File: src/rtl/mem_arbiter_pkg.sv
// mem_arbiter_pkg: shared types for the core/debug memory-port arbiter.
//   arb_state_e : arbiter FSM states
//   ARB_CORE/ARB_DBG : requester indices used for grants and last_grant
//   arb_req_t   : one requester's bus request (also the latched transfer)
package mem_arbiter_pkg;

  typedef enum logic [1:0] {
    ARB_IDLE   = 2'd0,
    ARB_LOCK_C = 2'd1,
    ARB_LOCK_D = 2'd2
  } arb_state_e;

  localparam logic ARB_CORE = 1'b0;
  localparam logic ARB_DBG  = 1'b1;

  // Field widths of the request record; raise these if the arbiter is
  // instantiated with wider address or data buses.
  localparam int unsigned ARB_ADDR_W = 32;
  localparam int unsigned ARB_DATA_W = 32;
  localparam int unsigned ARB_BE_W   = ARB_DATA_W / 8;

  typedef struct packed {
    logic                  read;
    logic                  write;
    logic [ARB_ADDR_W-1:0] addr;
    logic [ARB_DATA_W-1:0] wdata;
    logic [ARB_BE_W-1:0]   be;
  } arb_req_t;

endpackage

File: src/rtl/mem_arbiter_pick.sv
// arb_pick: combinational 2-way winner selection.
//   active_i     : per-requester active bits (index ARB_CORE / ARB_DBG)
//   last_grant_i : requester granted most recently
//   grant_o      : winning requester index
//   valid_o      : at least one requester is active
// DBG_PRIORITY=1 makes debug win every tie; 0 gives the tie to the
// requester that was not granted last.
module arb_pick
  import mem_arbiter_pkg::*;
#(
  parameter int unsigned DBG_PRIORITY = 0
) (
  input  logic [1:0] active_i,
  input  logic       last_grant_i,
  output logic       grant_o,
  output logic       valid_o
);

  always_comb begin
    valid_o = |active_i;
    grant_o = ARB_CORE;
    if (active_i == 2'b11) begin
      grant_o = (DBG_PRIORITY != 0) ? ARB_DBG : ~last_grant_i;
    end else if (active_i[ARB_DBG]) begin
      grant_o = ARB_DBG;
    end
  end

endmodule

File: src/rtl/mem_arbiter.sv
// mem_arbiter: shares one memory port between the core (c_*) and the debug
// system-bus master (d_*). Each side holds read/write until complete_* or err.
//   clk, rst_n             : clock, synchronous active-low reset
//   c_*/d_* inputs         : read, write, addr, wdata, be (request, held)
//   c_*/d_* outputs        : rdata, complete_read, complete_write, err pulses
//   m_* outputs            : read, write, addr, wdata, be to memory
//   m_rdata, m_complete_*  : memory response
// A free port forwards the winner combinationally (zero latency); a transfer
// not completed in its first cycle is latched and replayed until the memory
// completes it or the wait counter reaches TIMEOUT.
module mem_arbiter
  import mem_arbiter_pkg::*;
#(
  parameter int unsigned ADDR_WIDTH   = 32,
  parameter int unsigned DATA_WIDTH   = 32,
  parameter int unsigned DBG_PRIORITY = 0,
  parameter int unsigned TIMEOUT      = 256
) (
  input  logic                    clk,
  input  logic                    rst_n,
  input  logic                    c_read,
  input  logic                    c_write,
  input  logic [ADDR_WIDTH-1:0]   c_addr,
  input  logic [DATA_WIDTH-1:0]   c_wdata,
  input  logic [DATA_WIDTH/8-1:0] c_be,
  output logic [DATA_WIDTH-1:0]   c_rdata,
  output logic                    c_complete_read,
  output logic                    c_complete_write,
  output logic                    c_err,
  input  logic                    d_read,
  input  logic                    d_write,
  input  logic [ADDR_WIDTH-1:0]   d_addr,
  input  logic [DATA_WIDTH-1:0]   d_wdata,
  input  logic [DATA_WIDTH/8-1:0] d_be,
  output logic [DATA_WIDTH-1:0]   d_rdata,
  output logic                    d_complete_read,
  output logic                    d_complete_write,
  output logic                    d_err,
  output logic                    m_read,
  output logic                    m_write,
  output logic [ADDR_WIDTH-1:0]   m_addr,
  output logic [DATA_WIDTH-1:0]   m_wdata,
  output logic [DATA_WIDTH/8-1:0] m_be,
  input  logic [DATA_WIDTH-1:0]   m_rdata,
  input  logic                    m_complete_read,
  input  logic                    m_complete_write
);

  localparam int unsigned BE_WIDTH = DATA_WIDTH / 8;
  localparam int unsigned CNT_W    = (TIMEOUT == 0) ? 1 : $clog2(TIMEOUT + 1);

  arb_state_e       state_q, state_d;
  logic             last_grant_q, last_grant_d;
  arb_req_t         lat_q, lat_d;
  logic [CNT_W-1:0] cnt_q, cnt_d;

  arb_req_t c_req, d_req, win_req, cur;
  logic     win, win_valid;
  logic     owner, done_rd, done_wr, err;

  always_comb begin
    c_req = '{read: c_read, write: c_write, addr: ARB_ADDR_W'(c_addr),
              wdata: ARB_DATA_W'(c_wdata), be: ARB_BE_W'(c_be)};
    d_req = '{read: d_read, write: d_write, addr: ARB_ADDR_W'(d_addr),
              wdata: ARB_DATA_W'(d_wdata), be: ARB_BE_W'(d_be)};
    win_req = (win == ARB_DBG) ? d_req : c_req;
  end

  arb_pick #(
    .DBG_PRIORITY(DBG_PRIORITY)
  ) u_pick (
    .active_i    ({d_read | d_write, c_read | c_write}),
    .last_grant_i(last_grant_q),
    .grant_o     (win),
    .valid_o     (win_valid)
  );

  always_comb begin
    state_d          = state_q;
    last_grant_d     = last_grant_q;
    lat_d            = lat_q;
    cnt_d            = cnt_q;
    cur              = '0;
    owner            = ARB_CORE;
    done_rd          = 1'b0;
    done_wr          = 1'b0;
    err              = 1'b0;
    m_read           = 1'b0;
    m_write          = 1'b0;
    m_addr           = '0;
    m_wdata          = '0;
    m_be             = '0;
    c_rdata          = '0;
    c_complete_read  = 1'b0;
    c_complete_write = 1'b0;
    c_err            = 1'b0;
    d_rdata          = '0;
    d_complete_read  = 1'b0;
    d_complete_write = 1'b0;
    d_err            = 1'b0;
    // Outputs are held at zero for the whole reset, not just after the edge.
    if (rst_n) begin
      case (state_q)
        ARB_IDLE: begin
          if (win_valid) begin
            cur          = win_req;
            cur.read     = win_req.read & ~win_req.write;
            owner        = win;
            last_grant_d = win;
            done_rd      = cur.read & m_complete_read;
            done_wr      = cur.write & m_complete_write;
            if (!(done_rd || done_wr)) begin
              state_d = (win == ARB_DBG) ? ARB_LOCK_D : ARB_LOCK_C;
              lat_d   = cur;
              cnt_d   = CNT_W'(1);
            end
          end
        end
        ARB_LOCK_C, ARB_LOCK_D: begin
          cur     = lat_q;
          owner   = (state_q == ARB_LOCK_D) ? ARB_DBG : ARB_CORE;
          done_rd = cur.read & m_complete_read;
          done_wr = cur.write & m_complete_write;
          if (done_rd || done_wr) begin
            state_d = ARB_IDLE;
            cnt_d   = '0;
          end else if (TIMEOUT != 0 && cnt_q == CNT_W'(TIMEOUT)) begin
            err     = 1'b1;
            state_d = ARB_IDLE;
            cnt_d   = '0;
          end else if (TIMEOUT != 0) begin
            cnt_d = cnt_q + CNT_W'(1);
          end
        end
        default: state_d = ARB_IDLE;
      endcase

      m_read  = cur.read;
      m_write = cur.write;
      m_addr  = ADDR_WIDTH'(cur.addr);
      m_wdata = DATA_WIDTH'(cur.wdata);
      m_be    = BE_WIDTH'(cur.be);

      c_complete_read  = done_rd & (owner == ARB_CORE);
      c_complete_write = done_wr & (owner == ARB_CORE);
      c_err            = err & (owner == ARB_CORE);
      c_rdata          = c_complete_read ? m_rdata : '0;
      d_complete_read  = done_rd & (owner == ARB_DBG);
      d_complete_write = done_wr & (owner == ARB_DBG);
      d_err            = err & (owner == ARB_DBG);
      d_rdata          = d_complete_read ? m_rdata : '0;
    end
  end

  always_ff @(posedge clk) begin
    if (!rst_n) begin
      state_q      <= ARB_IDLE;
      last_grant_q <= ARB_DBG;
      lat_q        <= '0;
      cnt_q        <= '0;
    end else begin
      state_q      <= state_d;
      last_grant_q <= last_grant_d;
      lat_q        <= lat_d;
      cnt_q        <= cnt_d;
    end
  end

endmodule

File: config.mk
export PLATFORM = sky130hd
export DESIGN_NAME = mem_arbiter
export DESIGN_NICKNAME = d
export VERILOG_FILES = /design/src/rtl/mem_arbiter_pkg.sv /design/src/rtl/mem_arbiter_pick.sv /design/src/rtl/mem_arbiter.sv
export SDC_FILE = /design/constraint.sdc
export NUM_CORES = 1
export LEC_CHECK = 0
export ABC_CLOCK_PERIOD_IN_PS = 4360
export CAP_MARGIN = 20
export CORE_UTILIZATION = 39
export DETAILED_ROUTE_END_ITERATION = 12
export HOLD_SLACK_MARGIN = 0.1
export PLACE_DENSITY_LB_ADDON = 0.12
export SKIP_LAST_GASP = 1
export SYNTH_ARGS = -nofsm -noshare
export SYNTH_HDL_FRONTEND = slang
export SYNTH_SLANG_ARGS = --single-unit
File: constraint.sdc
create_clock -name clk -period 4.36 [get_ports clk]
set_input_delay 1.308 -clock clk [delete_from_list [all_inputs] [get_ports clk]]
set_output_delay 1.308 -clock clk [all_outputs]
set_load 0.05 [all_outputs]
# Word-level counts from Yosys, hierarchy flattened
# Index checks and enable logic that the tools add are counted.
# totals
output_inout_bits,140
ff_bits,82
latchBits,0
n_memories,0
mem_bits_ro,0
in_bits,176
wordCells,88
mem_bits_rw,0
# op_classes
muxes,45
shifts,0
addsub,1
eq_ne,7
n_lt_le_gt_ge,0
n_div,0
multipliers,0
bitwise,17
n_reduce_logical,10
# ops
cell,n
two-way mux 32 bit,6
two-way mux 70 bit,2
one-hot mux 70 bit (2 select lines),1
two-way mux 9 bit,4
two-way mux 1 bit,21
one-hot mux 9 bit (2 select lines),1
AND 1 bit,11
two-way mux 2 bit,5
adder 9 x 1 -> 9 bit (second input constant),1
== test 9 bit (second input constant),1
AND reduction 3 bit,3
one-hot mux 1 bit (2 select lines),3
== test 2 bit (second input constant),2
two-way mux 4 bit,1
inverter 1 bit,4
one-hot mux 2 bit (2 select lines),1
OR reduction 2 bit,2
!= test 3 bit (second input constant),1
== test 2 x 1 -> 1 bit (second input constant),1
logical NOT 2 bit,1
logical OR 1 bit,2
!= test 2 x 1 -> 1 bit (second input constant),1
!= test 2 bit (second input constant),1
bitwise OR 1 bit,2
2 further kinds,2

# Longest topological paths before layout
# Gate-level depths: netlist of the first run.
# logic_depth
ltp_word,13
depth_mapped,9
mapped_depth_nobuf,7

# Modules after synthesis
# Synthesis of the first run repeated with hierarchy kept, for this count alone.
# hier_totals
hier_cells,726
area_unflattened_um2,5290.1
# modules_own_cells
mod,area_each_um2,cells_each,n_inst,seq_area_each_um2
mem_arbiter,5276.3,724,1,1641.6
arb_pick,13.8,2,1,0.0

# Worst setup path before layout of the first run
# OpenSTA, ideal clock, no wires.
# synth_timing
path_kind,input to output
start,input port c_write
end,output port c_rdata[22]
arrival_ps,3113
setup_slack_ps,-61
t_required_ps,3052
stages,7
n_path_buf,2
cell_sequence,buf_2 > or3b_1 > o211ai_1 > a22oi_4 > nor3_4 > buf_2 > and2_1
# synth_via
elab_chain_len,13
# synth_lines
element,line_no,rtl
start: declaration,mem_arbiter.sv:22,"input logic c_write,"
bitwise OR 1 bit,mem_arbiter.sv:72,".active_i ({d_read | d_write, c_read | c_write}),"
== test 2 bit,mem_arbiter_pick.sv:22,if (active_i == 2'b11) begin
two-way mux 1 bit,mem_arbiter_pick.sv:22,
two-way mux 70 bit,mem_arbiter.sv:66,win_req = (win == ARB_DBG) ? d_req : c_req;
inverter 1 bit,mem_arbiter.sv:107,cur.read = win_req.read & ~win_req.write;
AND 1 bit,mem_arbiter.sv:107,
AND 1 bit,mem_arbiter.sv:110,done_rd = cur.read & m_complete_read;
two-way mux 1 bit,mem_arbiter.sv:105,if (win_valid) begin
one-hot mux 1 bit (2 select lines),mem_arbiter.sv:103,case (state_q)
two-way mux 1 bit,mem_arbiter.sv:102,if (rst_n) begin
AND 1 bit (*),mem_arbiter.sv:144,c_complete_read = done_rd & (owner == ARB_CORE);
two-way mux 32 bit (*),mem_arbiter.sv:147,c_rdata = c_complete_read ? m_rdata : '0;
two-way mux 32 bit (*),mem_arbiter.sv:102,
end: declaration,mem_arbiter.sv:26,"output logic [DATA_WIDTH-1:0] c_rdata,"
# Mark *: on every way between the ends. The rest lies on a longest branch, timed or not. The select of a mux whose other input is x is not followed.

# Worst setup path in the final report of the first run
# layout_timing
start,input port d_read
end,output port c_rdata[11]
# layout_via
elab_chain_len,13
# layout_lines
element,line_no,rtl
start: declaration,mem_arbiter.sv:30,"input logic d_read,"
bitwise OR 1 bit,mem_arbiter.sv:72,
== test 2 bit / two-way mux 1 bit (equally long branches),"mem_arbiter_pick.sv:22, mem_arbiter_pick.sv:24",
two-way mux 1 bit,mem_arbiter_pick.sv:22,
two-way mux 70 bit,mem_arbiter.sv:66,
inverter 1 bit,mem_arbiter.sv:107,
AND 1 bit,mem_arbiter.sv:107,
AND 1 bit,mem_arbiter.sv:110,
two-way mux 1 bit,mem_arbiter.sv:105,
one-hot mux 1 bit (2 select lines),mem_arbiter.sv:103,
two-way mux 1 bit,mem_arbiter.sv:102,
AND 1 bit (*),mem_arbiter.sv:144,
two-way mux 32 bit (*),mem_arbiter.sv:147,
two-way mux 32 bit (*),mem_arbiter.sv:102,
# Marked as above.

==> results.toml, run 1 <==
[synth]
synth-main-ff-cell = "dfxtp_1"
synth_nets = 1012
synth_edf_count = 0
yosysMostFrequentCell = "nor2_1"
synthDistinctLibCells = 49
synth_top_cell_area_share_pct = 29.12
syn_area_per_cell_sq_um = 6.775
yosysWarnings = 0
yosysSeqAreaShare_pct = 29.12
netlist_top_cells_area = "dfxtp_1 (29%), a21oi_1 (13%), nor2_1 (10%)"
synth_area_sq_um = 5637
netlist_instances = 832
netlist_top_cells_count = "nor2_1 (150), a21oi_1 (146), dfxtp_1 (82)"
synth_seq_cells = 82
ys_async_sr_fraction_pct = 0
yosys.area.top_type = "dfxtp_1"

[grt]
grt_pass1_vias = 6940
grt_pass1_wl_um = 36470
grt_max_degree = 74
grtUsageMet3_pct = 6.180
antenna_found_initial = 2
grtUsageMet1_pct = 36.64
use_met2_pct = 54.56
overflow = 0
busiest_layer = "met2"
grt_usage_pct = 31.07

[outcome]
outcome = "finished, final reports clean"

[floorplan]
dieArea_sq_um = 14940
die_h_um = 122.2
core_area_sq_um = 13990
start_util_pct = 40.30
io_pins = 316
fp-row-count = 43
die_w_um = 122.2

[sta]
finalSetupTns_ns = 0
hold_viol = 0
setup_viol = 0
relSlewSlack_pct = 28.80
finalCritPeriodShare_pct = 99.10
tightest_slew_ns = 1.068
fmax_ghz = 0.2314
period_needed_ns = 4.321
skew_ns = 0.008137
rsz0062_at_grt = "true"
drv_slew = 0

[placement]
globalplace.congestion = 0.8568
dpl-instance-area_sq_um = 10020
io_buffers = 315
place_hpwl_um = 16530
dpl.cell_count = 1317

[routing]
firstDrtPassIters = 5
ant_nets = 0
post_drt_wl_per_cell_um = 17.71
wl_um = 23800
vias = 7563
drcViolationCount = 0
drt_iter0_drc = 529
vias_per_cell = 5.627

[layout]
fillers = 1039
drive_gt1_share_pct = 27.37
design_area_sq_um = 10620
final_nets = 1337
post-route-util_pct = 75.94
fin_cells = 1344
syn_to_final_growth_pct = 88.46

[cts]
h-tree-depth = 3
cts_tree = "done"
ctsHoldBuffers = 0
clkTransAtPathRegs_ns = 0.06
numCtsBuffers = 9
root_buffer = "clkbuf_16"
tritoncts_num_sinks = 82
clk_latency_ns = 0.34
cts_buffer_depth = 2

[power]
leakagePower_nw = 4.291
peakVddDrop_mv = 0.3261
power_mw = 6.248
power_density_nw_per_um2 = 588.2

[worst_setup_path]
cp-end-kind = "primary output"
worstPathArrival_ns = 3.01
start_kind = "primary input"
cp_slowest_stage_delay_ns = 0.34
crit_type = "primary input to primary output"
cp_data_required_time_ns = 3.05
crit_chain = "buf_2 > buf_4 > or2_2 > nand3_2 > buf_4 > mux2i_1 > nor3_4 > buf_12 > and2_1 > buf_12"
path_max_fanout = 23
critPathSlowestCell = "or2_2"

[worst_hold_path]
hp-class = "flip-flop to flip-flop"

[flow_run]
maxCapViolations = 0
## layout by cell type, fill, tap and decap left out, types with 5 or more instances in the layout
cell type,n
nor2_1,144
dfxtp_1,82
inv_1,8
nand3_1,73
nand2_1,15
clkdlybuf4s50_1,171
a21oi_1,142
and2_4,34
buf_4,126
buf_6,10
nor2_2,5
o21ai_1,7
and2_2,9
buf_12,89
o21ai_0,63
and2_1,23
clkbuf_16,10
a22oi_1,69
## cell type report
| type | count | area, sq um | area share, % |
|---|---|---|---|
| diodes | 2 | 5.005 | 0.04711 |
| well taps | 180 | 225.2 | 2.120 |
| flip-flops and latches | 82 | 1642 | 15.45 |
| repair buffers | 401 | 4647 | 43.75 |
| multi-input cells | 654 | 3752 | 35.32 |
| clock inverters | 6 | 88.84 | 0.8363 |
| clock buffers | 10 | 229.0 | 2.155 |
| inverters | 9 | 33.78 | 0.3180 |
## critical path: cells and delay by family
family | cells | cell delay, ns
and+or+nand+nor | 4 | 0.86
muxes | 1 | 0.13
buffers and inverters | 5 | 0.71
## final timing paths
path                      from           to  slack, ns  depth (start not counted)
setup / recovery        d_read  c_rdata[11]       0.04                         10
hold / removal       lat_q[68]    lat_q[68]       0.50                          2
setup reg to reg  last_grant_q   state_q[0]       1.75                          5
hold reg to reg      lat_q[68]    lat_q[68]       0.50                          2
## registers in the layout, indices dropped and copies added (netlist names)
signal and cells:
lat_q 70, state_q 2, last_grant_q 1, cnt_q 9
## power by group
| part | leakage [nW] | total [mW] | internal, mW | switching, mW |
|---|---|---|---|---|
| clock | 0.149 | 0.814 | 0.503 | 0.312 |
| combinational | 3.47 | 4.38 | 1.75 | 2.63 |
| sequential | 0.672 | 1.06 | 0.939 | 0.117 |
| total | 4.29 | 6.25 | 3.19 | 3.06 |
## layer usage
layer / routed length, um / share of wire, %
met1: 9181 / 39
met2: 11850 / 50
met3: 1913 / 8.0
met4: 860 / 3.6
met5: 0 / 0
## per-stage QoR
stage | setup slack (ns) | hold WS [ns]
4_1_cts | -0.0007505 | 0.4876
3_3_place_gp | -0.2719 | 0.4589
5_1_grt | -0.01306 | 0.5151
3_5_place_dp | -0.2908 | 0.4684
6_report | 0.03923 | 0.4955
2_1_floorplan | 0.01150 | 0.4484
## logic make-up after synthesis
| kind of cell | count (synthesis) | share of synthesized area, % |
|---|---|---|
| simple gates | 334 | 28.79 |
| compound gates | 313 | 33.14 |
| buf+inv | 96 | 7.503 |
| flops | 82 | 29.12 |
| fa+ha+maj | 4 | 0.8879 |
| mux | 3 | 0.5549 |
## repair_timing
item | CTS | global route
setup buffers | 6 | 1
gates cloned | 3 | 1
setup endpoints to repair | 139 | 71
gates resized for setup | 58 | 14
pin swaps | 6 | 8
Power figures use the tool's default switching activity.
==> inputs of run 2 (changes only) <==
--- a/config.mk
+++ b/config.mk
@@ -7,7 +7,9 @@
 export LEC_CHECK = 0
 export ABC_CLOCK_PERIOD_IN_PS = 4360
 export CAP_MARGIN = 20
-export CORE_UTILIZATION = 39
+export CELL_PAD_IN_SITES_DETAIL_PLACEMENT = 0
+export CELL_PAD_IN_SITES_GLOBAL_PLACEMENT = 2
+export CORE_UTILIZATION = 19
 export DETAILED_ROUTE_END_ITERATION = 12
 export HOLD_SLACK_MARGIN = 0.1
 export PLACE_DENSITY_LB_ADDON = 0.12
==> run 2 against run 1 <==
  * The run now ends with negative setup slack left
  * Register-to-register slack lost 0.32 ns
  * Critical path type unchanged
  * Largest cell class unchanged
  * Critical path depth grew 1
  * Setup slack lost 0.12 ns
==> results.toml, run 2 (same netlist as run 1, synthesis figures left out) <==
[outcome]
outcome = "complete, but fails checks"
violations = "negative setup slack"

[cts]
clk_latency_ns = 0.35
numCtsBuffers = 9
cts_tree = "done"
root_buffer = "clkbuf_16"
tritoncts_num_sinks = 82
h-tree-depth = 3
clkTransAtPathRegs_ns = 0.06
cts_buffer_depth = 2

[routing]
vias = 7508
ant_nets = 0
firstDrtPassIters = 4
vias_per_cell = 4.693
wl_um = 31320
drcViolationCount = 0
drt_iter0_drc = 372
post_drt_wl_per_cell_um = 19.57

[power]
power_density_nw_per_um2 = 613.1
power_mw = 7.504
peakVddDrop_mv = 0.4709
leakagePower_nw = 4.808

[floorplan]
core_area_sq_um = 28940
fp-row-count = 62
dieArea_sq_um = 30360
die_h_um = 174.2
die_w_um = 174.2
start_util_pct = 19.48
io_pins = 316

[sta]
setup_viol = 70
fmax_ghz = 0.2250
hold_viol = 0
relSlewSlack_pct = 31.21
tightest_slew_ns = 1.032
rsz0062_at_grt = "true"
drv_slew = 0
skew_ns = 0.01508
setup_ws_ns = -0.08478
finalCritPeriodShare_pct = 101.9
period_needed_ns = 4.445

[placement]
place_hpwl_um = 18770
io_buffers = 315
dpl-instance-area_sq_um = 10600
globalplace.congestion = 0.7970
dpl.cell_count = 1536

[worst_setup_path]
cp-end-kind = "primary output"
crit_type = "primary input to primary output"
cp_data_required_time_ns = 3.05
path_max_fanout = 8
start_kind = "primary input"
worstPathArrival_ns = 3.14

[layout]
post-route-util_pct = 42.30
drive_gt1_share_pct = 36.63
largest-register = "lat_q"
largestRegisters = "lat_q: 70 flops, cnt_q: 9 flops, state_q: 2 flops"
design_area_sq_um = 12240
fin_cells = 1600
layout_commonest_cell = "clkdlybuf4s50_1"
syn_to_final_growth_pct = 117.1
final_nets = 1390
largest_register_ffs = 70
final_cell_mix = "clkdlybuf4s50_1 (171), nor2_1 (132), buf_12 (110), a21oi_1 (105), buf_4 (96)"

[worst_hold_path]
hp-class = "flip-flop to flip-flop"

[grt]
grt_pass1_wl_um = 45430
grt_max_degree = 75
antenna_found_initial = 1
overflow = 0
grt_usage_pct = 19.30
grt_pass1_vias = 7281

[flow_run]
maxCapViolations = 0
[run 2: path summary, 6_finish.rpt]
kind,start,end,slack (ns),depth (start not counted)
setup / recovery,c_write,c_rdata[7],-0.08,11
hold / removal,state_q[1],state_q[1],0.48,2
setup reg to reg,state_q[0],cnt_q[5],1.43,7
hold reg to reg,state_q[1],state_q[1],0.48,2
[run 2: cell type report]
type / instances / area, sq um
Clock buffer: 12 / 256.5
Clock inverter: 4 / 33.78
Inverter: 9 / 33.78
Timing Repair Buffer: 452 / 5688
Fill cell: 2879 / 16700
Multi-Input combinational cell: 656 / 4103
Antenna cell: 1 / 2.502
Tap cell: 384 / 480.5
Sequential cell: 82 / 1642
[run 2: timing repair]
| action | in CTS | in global routing |
|---|---|---|
| gates resized for setup | 126 | 109 |
| buffers inserted | 22 | 12 |
| cloned | 12 | 6 |
| hold buffers | 0 | 0 |
| endpoints found under the setup margin | 139 | 127 |
| pin swaps | 45 | 46 |
[run 2: power breakdown]
part / total (mW) / internal [mW] / leakage, nW / switching (mW)
logic: 5.68 / 2.53 / 4.00 / 3.15
registers: 1.06 / 0.939 / 0.672 / 0.121
clock network: 0.766 / 0.423 / 0.139 / 0.344
total: 7.50 / 3.89 / 4.81 / 3.61
[run 2: metal layers]
| metal | GRT usage, % | share of wire, % | vias to the layer above |
|---|---|---|---|
| met5 | 0 | 0 | - |
| met2 | 33.48 | 50 | 197 |
| met4 | 4.020 | 1.0 | 0 |
| met3 | 2.931 | 3.6 | 17 |
| li1 | - | - | 3713 |
| met1 | 25.05 | 46 | 3581 |
[run 2: worst max-delay path, stage by stage]
cell and delay, ns:
buf_8 0.10, buf_6 0.10, or4_4 0.54, and2_4 0.17, a22oi_4 0.14, buf_12 0.13, buf_12 0.11, nor3_4 0.05
buf_6 0.16, and2_4 0.16, buf_12 0.14
[run 2: per-stage QoR]
stage               setup TNS [ns]  setup slack (ns)  hold slack (ns)
CTS                         -5.578           -0.1194           0.4866
global route                -8.588           -0.1386           0.5187
finish                      -3.034          -0.08478           0.4838
detailed placement          -88.99           -0.7655           0.4783
floorplan                        0           0.01150           0.4484
global placement            -87.21           -0.7802           0.4731
==> inputs of run 3 (changes only) <==
--- a/config.mk
+++ b/config.mk
@@ -14,6 +14,7 @@
 export HOLD_SLACK_MARGIN = 0.1
 export PLACE_DENSITY_LB_ADDON = 0.12
 export SKIP_LAST_GASP = 1
+export SLEW_MARGIN = 5
 export SYNTH_ARGS = -nofsm -noshare
 export SYNTH_HDL_FRONTEND = slang
 export SYNTH_SLANG_ARGS = --single-unit
==> results of run 3 <==
No change in the layout: final DEF, timing and power equal those of run 2.
==> RTL edit, RTL diff (flow settings as in run 1) <==
`ARB_ADDR_W`: 32 -> 64.
--- a/src/rtl/mem_arbiter_pkg.sv
+++ b/src/rtl/mem_arbiter_pkg.sv
@@ -16,5 +16,5 @@
   // Field widths of the request record; raise these if the arbiter is
   // instantiated with wider address or data buses.
-  localparam int unsigned ARB_ADDR_W = 32;
+  localparam int unsigned ARB_ADDR_W = 64;
   localparam int unsigned ARB_DATA_W = 32;
   localparam int unsigned ARB_BE_W   = ARB_DATA_W / 8;
Formal check against the unedited RTL: no difference found for any inputs over 4 cycles, from zero or initial values and one cycle with rst_n low; that may be too few to reach the edited logic, so the function may still have changed.
==> RTL edit against run 1 <==
  * The flow now finishes with violations (setup timing)
  * Area after synthesis about the same
  * Synthesized cell count up 0.12%
  * Sequential cell count unchanged
  * Critical path depth unchanged
  * Total power up 15%
  * Sequential share of layout area down 1.4 points
  * Wire length up 11%
  * Setup slack worse by 92 ps
  * Cell area up 10%
==> RTL edit: results (changes against run 1) <==
status finished, violations left; violated checks setup timing; All-Layer GR Usage 0.3248 (+0.01405); R2R depth 8 (+3); TritonCTS buffer count 9 (unchanged); clock buffer depth 2 (unchanged); Syn Inst Count 833 (+0.12%); DP HPWL 16530 um (about the same); r2r setup slk 1250 ps (-500 ps); hold_sp state_q[1]; hold path endpoint state_q[1]; clock slew at reported path FFs 60 ps (about the same); Synth cell types 49 (unchanged); worst r2r src state_q[0]; Root Driver clkbuf_16; Lkg Pwr 4.650 nW (+8.4%); Async S/R FF share, synth 0 (unchanged); gp weighted congestion 0.8645 (+0.90%); port buffer count 315 (unchanged); vias per cell 5.786 (+2.8%); Placed Cells 1332 (+1.1%); Place WS -714.0 ps (-423.2 ps); largest net degree at the start of global routing 74 (unchanged); skew final 7.562 ps (-0.5755 ps); Final WS setup -52.39 ps (-91.62 ps); hold crit path type reg -> reg; Cell Area, Placed 10440 um^2 (+4.2%); vias in the first global route 7157 (+3.1%); antenna violations before repair 1 (-1); drt first pass iters 5 (unchanged); initial DRC count 630 (+19%); vias post-DR 7961 (+5.3%); WP data arrival 3100 ps (+90 ps); clock latency on the worst-skew pair 340 ps (about the same); first-pass GRT wire length 38030 um (+4.3%); Rel. slew slack 0.4666 (+0.1786); setup TNS -456.3 ps (-456.3 ps); final wirelength 26470 um (+11%); Synth warnings 0 (unchanged); endpoints failing setup 21 (+21); Post-CTS Setup Bufs 18 (+12); hold_ws 493.1 ps (-2.383 ps); Worst Hold Path Cells 2 (unchanged); Worst Path Max Fanout 17 (-26%); H-tree levels 3 (unchanged); commonest cells in the netlist nor2_1, a21oi_1, dfxtp_1; Syn Nets 1013 (+0.099%); Post-CTS Resized 88 (+52%); top flop regs lat_q: 70 flops, cnt_q: 9 flops, state_q: 2 flops; r2r endpoint cnt_q[3]; # nets final 1370 (+2.5%); Peak supply drop 0.3575 mV (+9.6%); Synth area leaders dfxtp_1, a21oi_1, nor2_1; share of cells above drive strength 1 0.3657 (+0.09202); Seq/Total Area, Yosys 0.2914 (about the same)
[RTL edit: cell type report]
cell class,instances,area [um^2]
Fill cell,820,2296
Multi-Input combinational cell,657,4108
Inverter,9,33.78
Antenna cell,1,2.502
Tap cell,180,225.2
Clock buffer,13,270.3
Clock inverter,3,68.82
Timing Repair Buffer,431,5343
Sequential cell,82,1642
[RTL edit: report_power, final]
group / internal, W / switching, W / leakage, nW / total (W)
Sequential: 0.000939 / 0.000130 / 0.672 / 0.00107
Clock: 0.000551 / 0.000312 / 0.166 / 0.000863
Combinational: 0.00229 / 0.00298 / 3.81 / 0.00527
Total: 0.00378 / 0.00342 / 4.65 / 0.00720
[RTL edit: how the worst max path moves through the flow]
stage                        from  cells past startpoint  slack, ps     endpoint
final                     d_write                     10        -50  d_rdata[29]
after floorplan           c_write                      8         10   m_addr[15]
after global routing       c_read                     10       -120    m_addr[8]
after detailed placement  d_write                      7       -710  d_rdata[27]
after CTS                  c_read                     11       -150   c_rdata[8]
after global placement    d_write                      7       -640  d_rdata[24]
[RTL edit: critical path, stage by stage]
cell     delay (ps)
buf_8           100
buf_6           100
or4_4           540
and2_4          170
a22oi_4         150
buf_6           170
nor3_4           50
buf_12          150
and2_2          220
buf_12          150
[RTL edit: metal layers]
metal  share of wire  routed length [um]  GRT usage
met1            0.37                9808     0.3774
met2            0.50               13280     0.5551
met3           0.079                2091    0.07022
met4           0.049                1289     0.1738
met5               0                   0          0
[RTL edit: cells by family after synthesis]
logic type / count (synthesis) / share of synthesized area
buffers and inverters: 96 / 0.07419
AND/OR/NAND/NOR: 335 / 0.2883
AO/OA/AOI/OAI: 313 / 0.3316
multiplexers: 3 / 0.005553
adder cells (fa/ha/maj): 4 / 0.008885
flip-flops: 82 / 0.2914
